File: src/rtl/cache_pkg.sv
// Shared constants, controller state encoding and address-field helpers for the
// direct-mapped read-only cache.
package cache_pkg;
  localparam int ADDR_W   = 15;
  localparam int DATA_W   = 32;
  localparam int INDEX_W  = 8;
  localparam int OFFSET_W = 2;
  localparam int TAG_W    = ADDR_W - INDEX_W - OFFSET_W;
  localparam int CNT_W    = 16;

  typedef enum logic [2:0] {IDLE, LOOKUP, FILL, UPDATE, RESPOND} state_e;

  function automatic logic [TAG_W-1:0] addr_tag(input logic [ADDR_W-1:0] a);
    return a[ADDR_W-1:INDEX_W+OFFSET_W];
  endfunction

  function automatic logic [INDEX_W-1:0] addr_index(input logic [ADDR_W-1:0] a);
    return a[INDEX_W+OFFSET_W-1:OFFSET_W];
  endfunction

  function automatic logic [OFFSET_W-1:0] addr_word(input logic [ADDR_W-1:0] a);
    return a[OFFSET_W-1:0];
  endfunction
endpackage

File: src/rtl/cache_tag_store.sv
// Tag/valid store: one entry per line, async read, single write port; only the
// valid bits are cleared by reset.
module cache_tag_store #(
  parameter int INDEX_W = 8,
  parameter int TAG_W   = 5
) (
  input  logic               clk,
  input  logic               rst,
  input  logic [INDEX_W-1:0] rd_index,
  output logic               rd_valid,
  output logic [TAG_W-1:0]   rd_tag,
  input  logic               wr_en,
  input  logic [INDEX_W-1:0] wr_index,
  input  logic [TAG_W-1:0]   wr_tag
);
  localparam int DEPTH = 1 << INDEX_W;

  logic [DEPTH-1:0] valid_q;
  logic [TAG_W-1:0] tag_q [DEPTH];

  always_ff @(posedge clk) begin
    if (!rst)       valid_q <= '0;
    else if (wr_en) valid_q[wr_index] <= 1'b1;
  end

  // Stale tags are harmless once their valid bit is clear, so no reset here.
  always_ff @(posedge clk) begin
    if (wr_en) tag_q[wr_index] <= wr_tag;
  end

  assign rd_valid = valid_q[rd_index];
  assign rd_tag   = tag_q[rd_index];
endmodule

File: src/rtl/cache_controller.sv
// Direct-mapped cache sequencer: hit/miss decision, word-by-word line fill from
// main memory, and saturating hit/miss statistics.
module cache_controller import cache_pkg::*; #(
  parameter int ADDR_W   = 15,
  parameter int DATA_W   = 32,
  parameter int INDEX_W  = 8,
  parameter int OFFSET_W = 2,
  parameter int CNT_W    = 16
) (
  input  logic                        clk,
  input  logic                        rst,
  input  logic                        req_valid,
  input  logic [ADDR_W-1:0]           req_addr,
  output logic                        done,
  output logic                        hit,
  output logic                        mem_rd,
  output logic [ADDR_W-1:0]           mem_addr,
  input  logic                        mem_ack,
  input  logic [DATA_W-1:0]           mem_rdata,
  output logic                        line_wr,
  output logic [INDEX_W+OFFSET_W-1:0] line_addr,
  output logic [DATA_W-1:0]           line_wdata,
  output logic [CNT_W-1:0]            hit_count,
  output logic [CNT_W-1:0]            miss_count
);
  localparam int TW = ADDR_W - INDEX_W - OFFSET_W;

  state_e               state_q, state_d;
  logic [ADDR_W-1:0]    addr_q, addr_d;
  logic [OFFSET_W-1:0]  cnt_q, cnt_d;
  logic                 hit_r_q, hit_r_d;
  logic                 done_q, hit_q;
  logic [CNT_W-1:0]     hit_cnt_q, miss_cnt_q;

  logic [TW-1:0]        tag;
  logic [INDEX_W-1:0]   idx;
  logic                 st_valid;
  logic [TW-1:0]        st_tag;
  logic                 tag_we;

  assign tag = addr_tag(addr_q);
  assign idx = addr_index(addr_q);

  cache_tag_store #(.INDEX_W(INDEX_W), .TAG_W(TW)) u_tags (
    .clk      (clk),
    .rst      (rst),
    .rd_index (idx),
    .rd_valid (st_valid),
    .rd_tag   (st_tag),
    .wr_en    (tag_we),
    .wr_index (idx),
    .wr_tag   (tag)
  );

  always_comb begin
    state_d    = state_q;
    addr_d     = addr_q;
    cnt_d      = cnt_q;
    hit_r_d    = hit_r_q;
    tag_we     = 1'b0;
    mem_rd     = 1'b0;
    mem_addr   = '0;
    line_wr    = 1'b0;
    line_addr  = '0;
    line_wdata = '0;
    case (state_q)
      IDLE: if (req_valid) begin
        addr_d  = req_addr;
        state_d = LOOKUP;
      end
      LOOKUP: if (st_valid && st_tag == tag) begin
        hit_r_d = 1'b1;
        state_d = RESPOND;
      end else begin
        cnt_d   = '0;
        state_d = FILL;
      end
      // Data array write is a direct function of the ack so no extra cycle is spent per word.
      FILL: begin
        mem_rd   = 1'b1;
        mem_addr = {tag, idx, cnt_q};
        if (mem_ack) begin
          line_wr    = 1'b1;
          line_addr  = {idx, cnt_q};
          line_wdata = mem_rdata;
          cnt_d      = cnt_q + OFFSET_W'(1);
          if (&cnt_q) state_d = UPDATE;
        end
      end
      UPDATE: begin
        tag_we  = 1'b1;
        hit_r_d = 1'b0;
        state_d = RESPOND;
      end
      RESPOND: state_d = IDLE;
      default: state_d = IDLE;
    endcase
  end

  always_ff @(posedge clk) begin
    if (!rst) begin
      state_q    <= IDLE;
      addr_q     <= '0;
      cnt_q      <= '0;
      hit_r_q    <= 1'b0;
      done_q     <= 1'b0;
      hit_q      <= 1'b0;
      hit_cnt_q  <= '0;
      miss_cnt_q <= '0;
    end else begin
      state_q <= state_d;
      addr_q  <= addr_d;
      cnt_q   <= cnt_d;
      hit_r_q <= hit_r_d;
      done_q  <= (state_q == RESPOND);
      hit_q   <= (state_q == RESPOND) && hit_r_q;
      if (state_q == RESPOND) begin
        if (hit_r_q && !(&hit_cnt_q))     hit_cnt_q  <= hit_cnt_q + 1'b1;
        if (!hit_r_q && !(&miss_cnt_q))   miss_cnt_q <= miss_cnt_q + 1'b1;
      end
    end
  end

  assign done       = done_q;
  assign hit        = hit_q;
  assign hit_count  = hit_cnt_q;
  assign miss_count = miss_cnt_q;
endmodule

File: config.mk
export PLATFORM = sky130hd
export DESIGN_NAME = cache_controller
export DESIGN_NICKNAME = d
export VERILOG_FILES = /design/src/rtl/cache_pkg.sv /design/src/rtl/cache_tag_store.sv /design/src/rtl/cache_controller.sv
export SDC_FILE = /design/constraint.sdc
export NUM_CORES = 2
export LEC_CHECK = 0
export ABC_AREA = 1
export BUFFER_PORTS_ARGS = -buffer_cell sky130_fd_sc_hd__buf_2
export CAP_MARGIN = 20
export CORE_MARGIN = 4
export CORE_UTILIZATION = 30
export CTS_CLUSTER_SIZE = 25
export DETAILED_ROUTE_END_ITERATION = 12
export PLACE_DENSITY_LB_ADDON = 0.1
export SYNTH_ARGS = -nofsm -noshare
export SYNTH_HDL_FRONTEND = slang
export SYNTH_SLANG_ARGS = --single-unit
File: constraint.sdc
create_clock -name clk -period 5.8 [get_ports clk]
set_clock_uncertainty 0.15 [all_clocks]
set_input_delay 1.16 -clock clk [delete_from_list [all_inputs] [get_ports clk]]
set_output_delay 1.16 -clock clk [all_outputs]
set_load 0.02 [all_outputs]
==> insert_results.sql <==
INSERT INTO impl_metrics (metric_group, metric, value, unit) VALUES
('run_status', 'run_status', 'completed', ''),
('grt', 'groute.usage.overall', '0.196', ''),
('synth', 'post_synth_num_cell_types', '34', ''),
('synth', 'synth-adder-area-share', '0.000582', ''),
('floorplan', 'fp.dieH', '472', 'um'),
('pwr', 'p_leak', '26.3', 'nW'),
('synth', 'yosys.area_share.simple', '0.244', ''),
('critical_path', 'cp_data_arrival_time', '4800', 'ps'),
('floorplan', 'design.die.area', '0.223', 'mm2'),
('cts', 'clock_latency', '820', 'ps'),
('timing', 'hold_slack', '314', 'ps'),
('worst_hold_path', 'min_path_cells', '1', ''),
('synth', 'muxShareOfSynthArea', '0', ''),
('route', 'drc', '0', ''),
('critical_path', 'required_time_at_the_endpoint_of_the_critical_path', '6390', 'ps'),
('synth', 'synth-xor-area-share', '0', ''),
('cts', 'clock-root-buffer', 'sky130_fd_sc_hd__clkbuf_16', ''),
('pwr', 'clk_pwr_share', '0.404', ''),
('grt', 'grt_remaining_overflow', '0', ''),
('critical_path', 'worstSetupStartpointType', 'flop', ''),
('grt', 'grt_pass1_vias', '43800', ''),
('timing', 'timing_hold_violations_final', '0', ''),
('synth', 'ys_ff_latch', '1597', ''),
('pwr', 'post-layout-total-power', '28.0', 'mW'),
('route', 'routed-via-count', '44900', ''),
('synth', 'synth-compound-area-share', '0.0268', ''),
('synth', 'sequential_cell_area_fraction_in_the_yosys_report', '0.694', ''),
('synth', 'post_synth_main_area_contributors', 'sky130_fd_sc_hd__edfxtp_1, sky130_fd_sc_hd__nand2_1, sky130_fd_sc_hd__dfxtp_1, sky130_fd_sc_hd__nand3_1, sky130_fd_sc_hd__nor2_1', ''),
('floorplan', 'core_area', '0.213', 'mm2'),
('cts', 'cts.sinks', '1597', ''),
('final_layout', 'post_layout_nonfiller_instances', '9082', ''),
('timing', 'drv_slew', '0', ''),
('critical_path', 'endpoint_kind', 'flop', ''),
('synth', 'syn-cell-area', '0.0645', 'mm2'),
('worst_hold_path', 'whs_endpoint', 'u_tags.valid_q[122]', ''),
('critical_path', 'reg2reg_depth', '19', ''),
('place', 'finalWeightedCongestion', '0.839', ''),
('route', 'drt-pass1-iter-count', '6', ''),
('grt', 'antenna_found_initial', '14', ''),
('pwr', 'power.share.switching', '0.283', ''),
('final_layout', 'finalNetCount', '6153', ''),
('final_layout', 'fillCellCount', '21300', ''),
('place', 'place_hpwl', '125000', 'um'),
('cts', 'cts-buffers-inserted', '180', ''),
('pwr', 'internal-power', '20.1', 'mW'),
('pwr', 'comb_power_share', '0.138', ''),
('synth', 'synth-warning-count', '0', ''),
('synth', 'syn-num-nets', '6121', ''),
('worst_hold_path', 'worst_hold_startpoint', 'u_tags.valid_q[122]', ''),
('timing', 'finalWorstPathRequiredPeriod', '4210', 'ps'),
('route', 'final_wirelength', '222000', 'um'),
('synth', 'synth_cells', '6067', ''),
('grt', 'pin_count_of_the_biggest_net_entering_global_routing', '160', ''),
('floorplan', 'row_count', '169', ''),
('timing', 'fmaxAchievable', '238', 'MHz'),
('critical_path', 'r2r_slack', '1590', 'ps'),
('synth', 'yosys.area.top_type_share', '0.596', ''),
('synth', 'post_synth.cell_area_avg', '10.6', 'um2'),
('floorplan', 'die_w', '472', 'um'),
('synth', 'synth_largest_area_cell', 'sky130_fd_sc_hd__edfxtp_1', ''),
('cts', 'clockBufferDepth', '3', ''),
('timing', 'timing.final.setup_violations', '0', ''),
('floorplan', 'starting_utilization_of_the_core_area', '0.303', ''),
('place', 'count_of_input_and_output_buffers', '141', ''),
('final_layout', 'layout-area-overhead-vs-synth', '14.8', '%'),
('worst_hold_path', 'hp-class', 'reg -> reg', ''),
('route', 'detailed_route_vias_per_instance', '4.95', ''),
('cts', 'postCtsSetupBuffers', '0', ''),
('critical_path', 'crit_path_category', 'reg -> reg', ''),
('cts', 'post_cts_resize_count', '0', ''),
('critical_path', 'timing.rr.end', 'cnt_q[1]', '');
-- synthesized netlist by cell type --
master and number:
sky130_fd_sc_hd__buf_1 19, sky130_fd_sc_hd__buf_4 27, sky130_fd_sc_hd__nor3_1 16, sky130_fd_sc_hd__buf_6 1, sky130_fd_sc_hd__nor3b_1 2, sky130_fd_sc_hd__buf_2 217, sky130_fd_sc_hd__nor4_2 1, sky130_fd_sc_hd__dfxtp_1 317
sky130_fd_sc_hd__nand4_1 52, sky130_fd_sc_hd__nor2_4 2, sky130_fd_sc_hd__ha_1 3, sky130_fd_sc_hd__nor2_2 2, sky130_fd_sc_hd__nand2_1 1741, sky130_fd_sc_hd__o31ai_1 1, sky130_fd_sc_hd__a41oi_1 1, sky130_fd_sc_hd__edfxtp_1 1280
sky130_fd_sc_hd__nor3_2 2, sky130_fd_sc_hd__a31o_2 1, sky130_fd_sc_hd__clkinv_1 1, sky130_fd_sc_hd__a22oi_1 38, sky130_fd_sc_hd__inv_2 7, sky130_fd_sc_hd__a21oi_1 42, sky130_fd_sc_hd__nor4_1 7, sky130_fd_sc_hd__clkbuf_1 128
sky130_fd_sc_hd__inv_1 87, sky130_fd_sc_hd__nor2_1 633, sky130_fd_sc_hd__a211oi_1 1, sky130_fd_sc_hd__o21ai_0 40, sky130_fd_sc_hd__o21a_1 129, sky130_fd_sc_hd__o21ai_1 3, sky130_fd_sc_hd__nand3_1 1261, sky130_fd_sc_hd__nand2_2 1
sky130_fd_sc_hd__and3_1 1, sky130_fd_sc_hd__a31oi_1 3
-- critical path, cell delays in order (launching register included) --
cell and delay, ps:
sky130_fd_sc_hd__dfxtp_4 450, sky130_fd_sc_hd__inv_8 540, sky130_fd_sc_hd__buf_12 360, sky130_fd_sc_hd__buf_4 300, sky130_fd_sc_hd__nand2_1 80, sky130_fd_sc_hd__nand3_1 90
sky130_fd_sc_hd__nand3_1 170, sky130_fd_sc_hd__nand3_1 130, sky130_fd_sc_hd__nand3_1 70, sky130_fd_sc_hd__nand2_1 280, sky130_fd_sc_hd__nand2_1 90, sky130_fd_sc_hd__nand3_1 110
sky130_fd_sc_hd__nand3_1 250, sky130_fd_sc_hd__nand3_1 150, sky130_fd_sc_hd__nand2_1 70, sky130_fd_sc_hd__nor2_2 120, sky130_fd_sc_hd__nand3_1 170, sky130_fd_sc_hd__nand2_2 150
sky130_fd_sc_hd__nand3_1 80, sky130_fd_sc_hd__a21oi_1 130
-- kinds of logic (layout without fill, tap and decap cells) --
| kind of cell | count (synthesis) | in the layout |
|---|---|---|
| flops | 1597 | 1597 |
| other cells | 0 | 4 |
| simple gates | 3721 | 3721 |
| compound gates | 259 | 259 |
| buf+inv | 487 | 677 |
| fa+ha+maj | 3 | 3 |
-- power by group through the flow --
stage / Combinational [mW] / Clock (mW) / Sequential [mW]
after floorplan: 2.03 / 0 / 13.2
after global placement: 3.93 / 0 / 13.1
after detailed placement: 3.92 / 0 / 13.1
after CTS: 3.93 / 11.6 / 12.9
after global routing: 4.18 / 12.1 / 12.9
final: 3.87 / 11.3 / 12.9
-- placed cells by master (no fill, tap or decap), types with 15 or more instances in the layout --
| master | synthesis | routed |
|---|---|---|
| sky130_fd_sc_hd__a21oi_1 | 42 | 42 |
| sky130_fd_sc_hd__a22oi_1 | 38 | 38 |
| sky130_fd_sc_hd__buf_12 | 0 | 27 |
| sky130_fd_sc_hd__buf_2 | 217 | 140 |
| sky130_fd_sc_hd__buf_4 | 27 | 74 |
| sky130_fd_sc_hd__clkbuf_1 | 128 | 53 |
| sky130_fd_sc_hd__clkbuf_16 | 0 | 184 |
| sky130_fd_sc_hd__clkbuf_8 | 0 | 27 |
| sky130_fd_sc_hd__clkinv_1 | 1 | 23 |
| sky130_fd_sc_hd__clkinv_2 | 0 | 34 |
| sky130_fd_sc_hd__dfxtp_1 | 317 | 307 |
| sky130_fd_sc_hd__edfxtp_1 | 1280 | 1280 |
| sky130_fd_sc_hd__inv_1 | 87 | 83 |
| sky130_fd_sc_hd__nand2_1 | 1741 | 1741 |
| sky130_fd_sc_hd__nand3_1 | 1261 | 1246 |
| sky130_fd_sc_hd__nand4_1 | 52 | 52 |
| sky130_fd_sc_hd__nor2_1 | 633 | 628 |
| sky130_fd_sc_hd__nor3_1 | 16 | 15 |
| sky130_fd_sc_hd__o21a_1 | 129 | 129 |
| sky130_fd_sc_hd__o21ai_0 | 40 | 40 |
-- worst max-delay path by stage --
stage                from           end  slack, ps  cells past startpoint
3_5_place_dp         flop      cnt_q[1]       1670                     19
6_report             flop      cnt_q[1]       1590                     19
2_1_floorplan  addr_q[10]  mem_addr[10]        280                      2
5_1_grt              flop      cnt_q[1]       1320                     19
3_3_place_gp         flop      cnt_q[1]       1680                     19
4_1_cts        state_q[2]  line_addr[1]       1510                      9
-- registers in the layout, indices dropped and copies added (netlist names), named ones only --
register	flops
state_q	3
u_tags.valid_q	256
hit_count	16
miss_count	16
hit	1
cnt_q	2
hit_r_q	1
u_tags.tag_q	1280
done	1
addr_q	13
-- final cells by class --
cell class | count | area (um2) | share of cell area
antenna | 4 | 10.0 | 0.000135
clock buffer | 264 | 5170 | 0.0698
clock inverter | 76 | 662 | 0.00893
inverter | 95 | 390 | 0.00527
multi-input combinational | 3983 | 17700 | 0.239
sequential | 1597 | 44800 | 0.605
tap | 2821 | 3530 | 0.0476
timing repair buffer | 242 | 1810 | 0.0244
-- per-layer routing --
layer / routed length (um) / track usage
met5: 13 / 0
met4: 6510 / 0.0597
met3: 12300 / 0.0310
met2: 103000 / 0.314
met1: 101000 / 0.273
-- per-stage QoR --
step / utilization / setup WS (ps) / area, um2
floorplan: - / 280 / 64500
global placement: 0.321 / 1680 / 68200
detailed placement: 0.321 / 1670 / 68200
CTS: 0.348 / 1510 / 74100
global route: 0.348 / 1320 / 74100
finish: 0.348 / 1590 / 74100
Note: power is estimated with default switching activity, not from simulation.
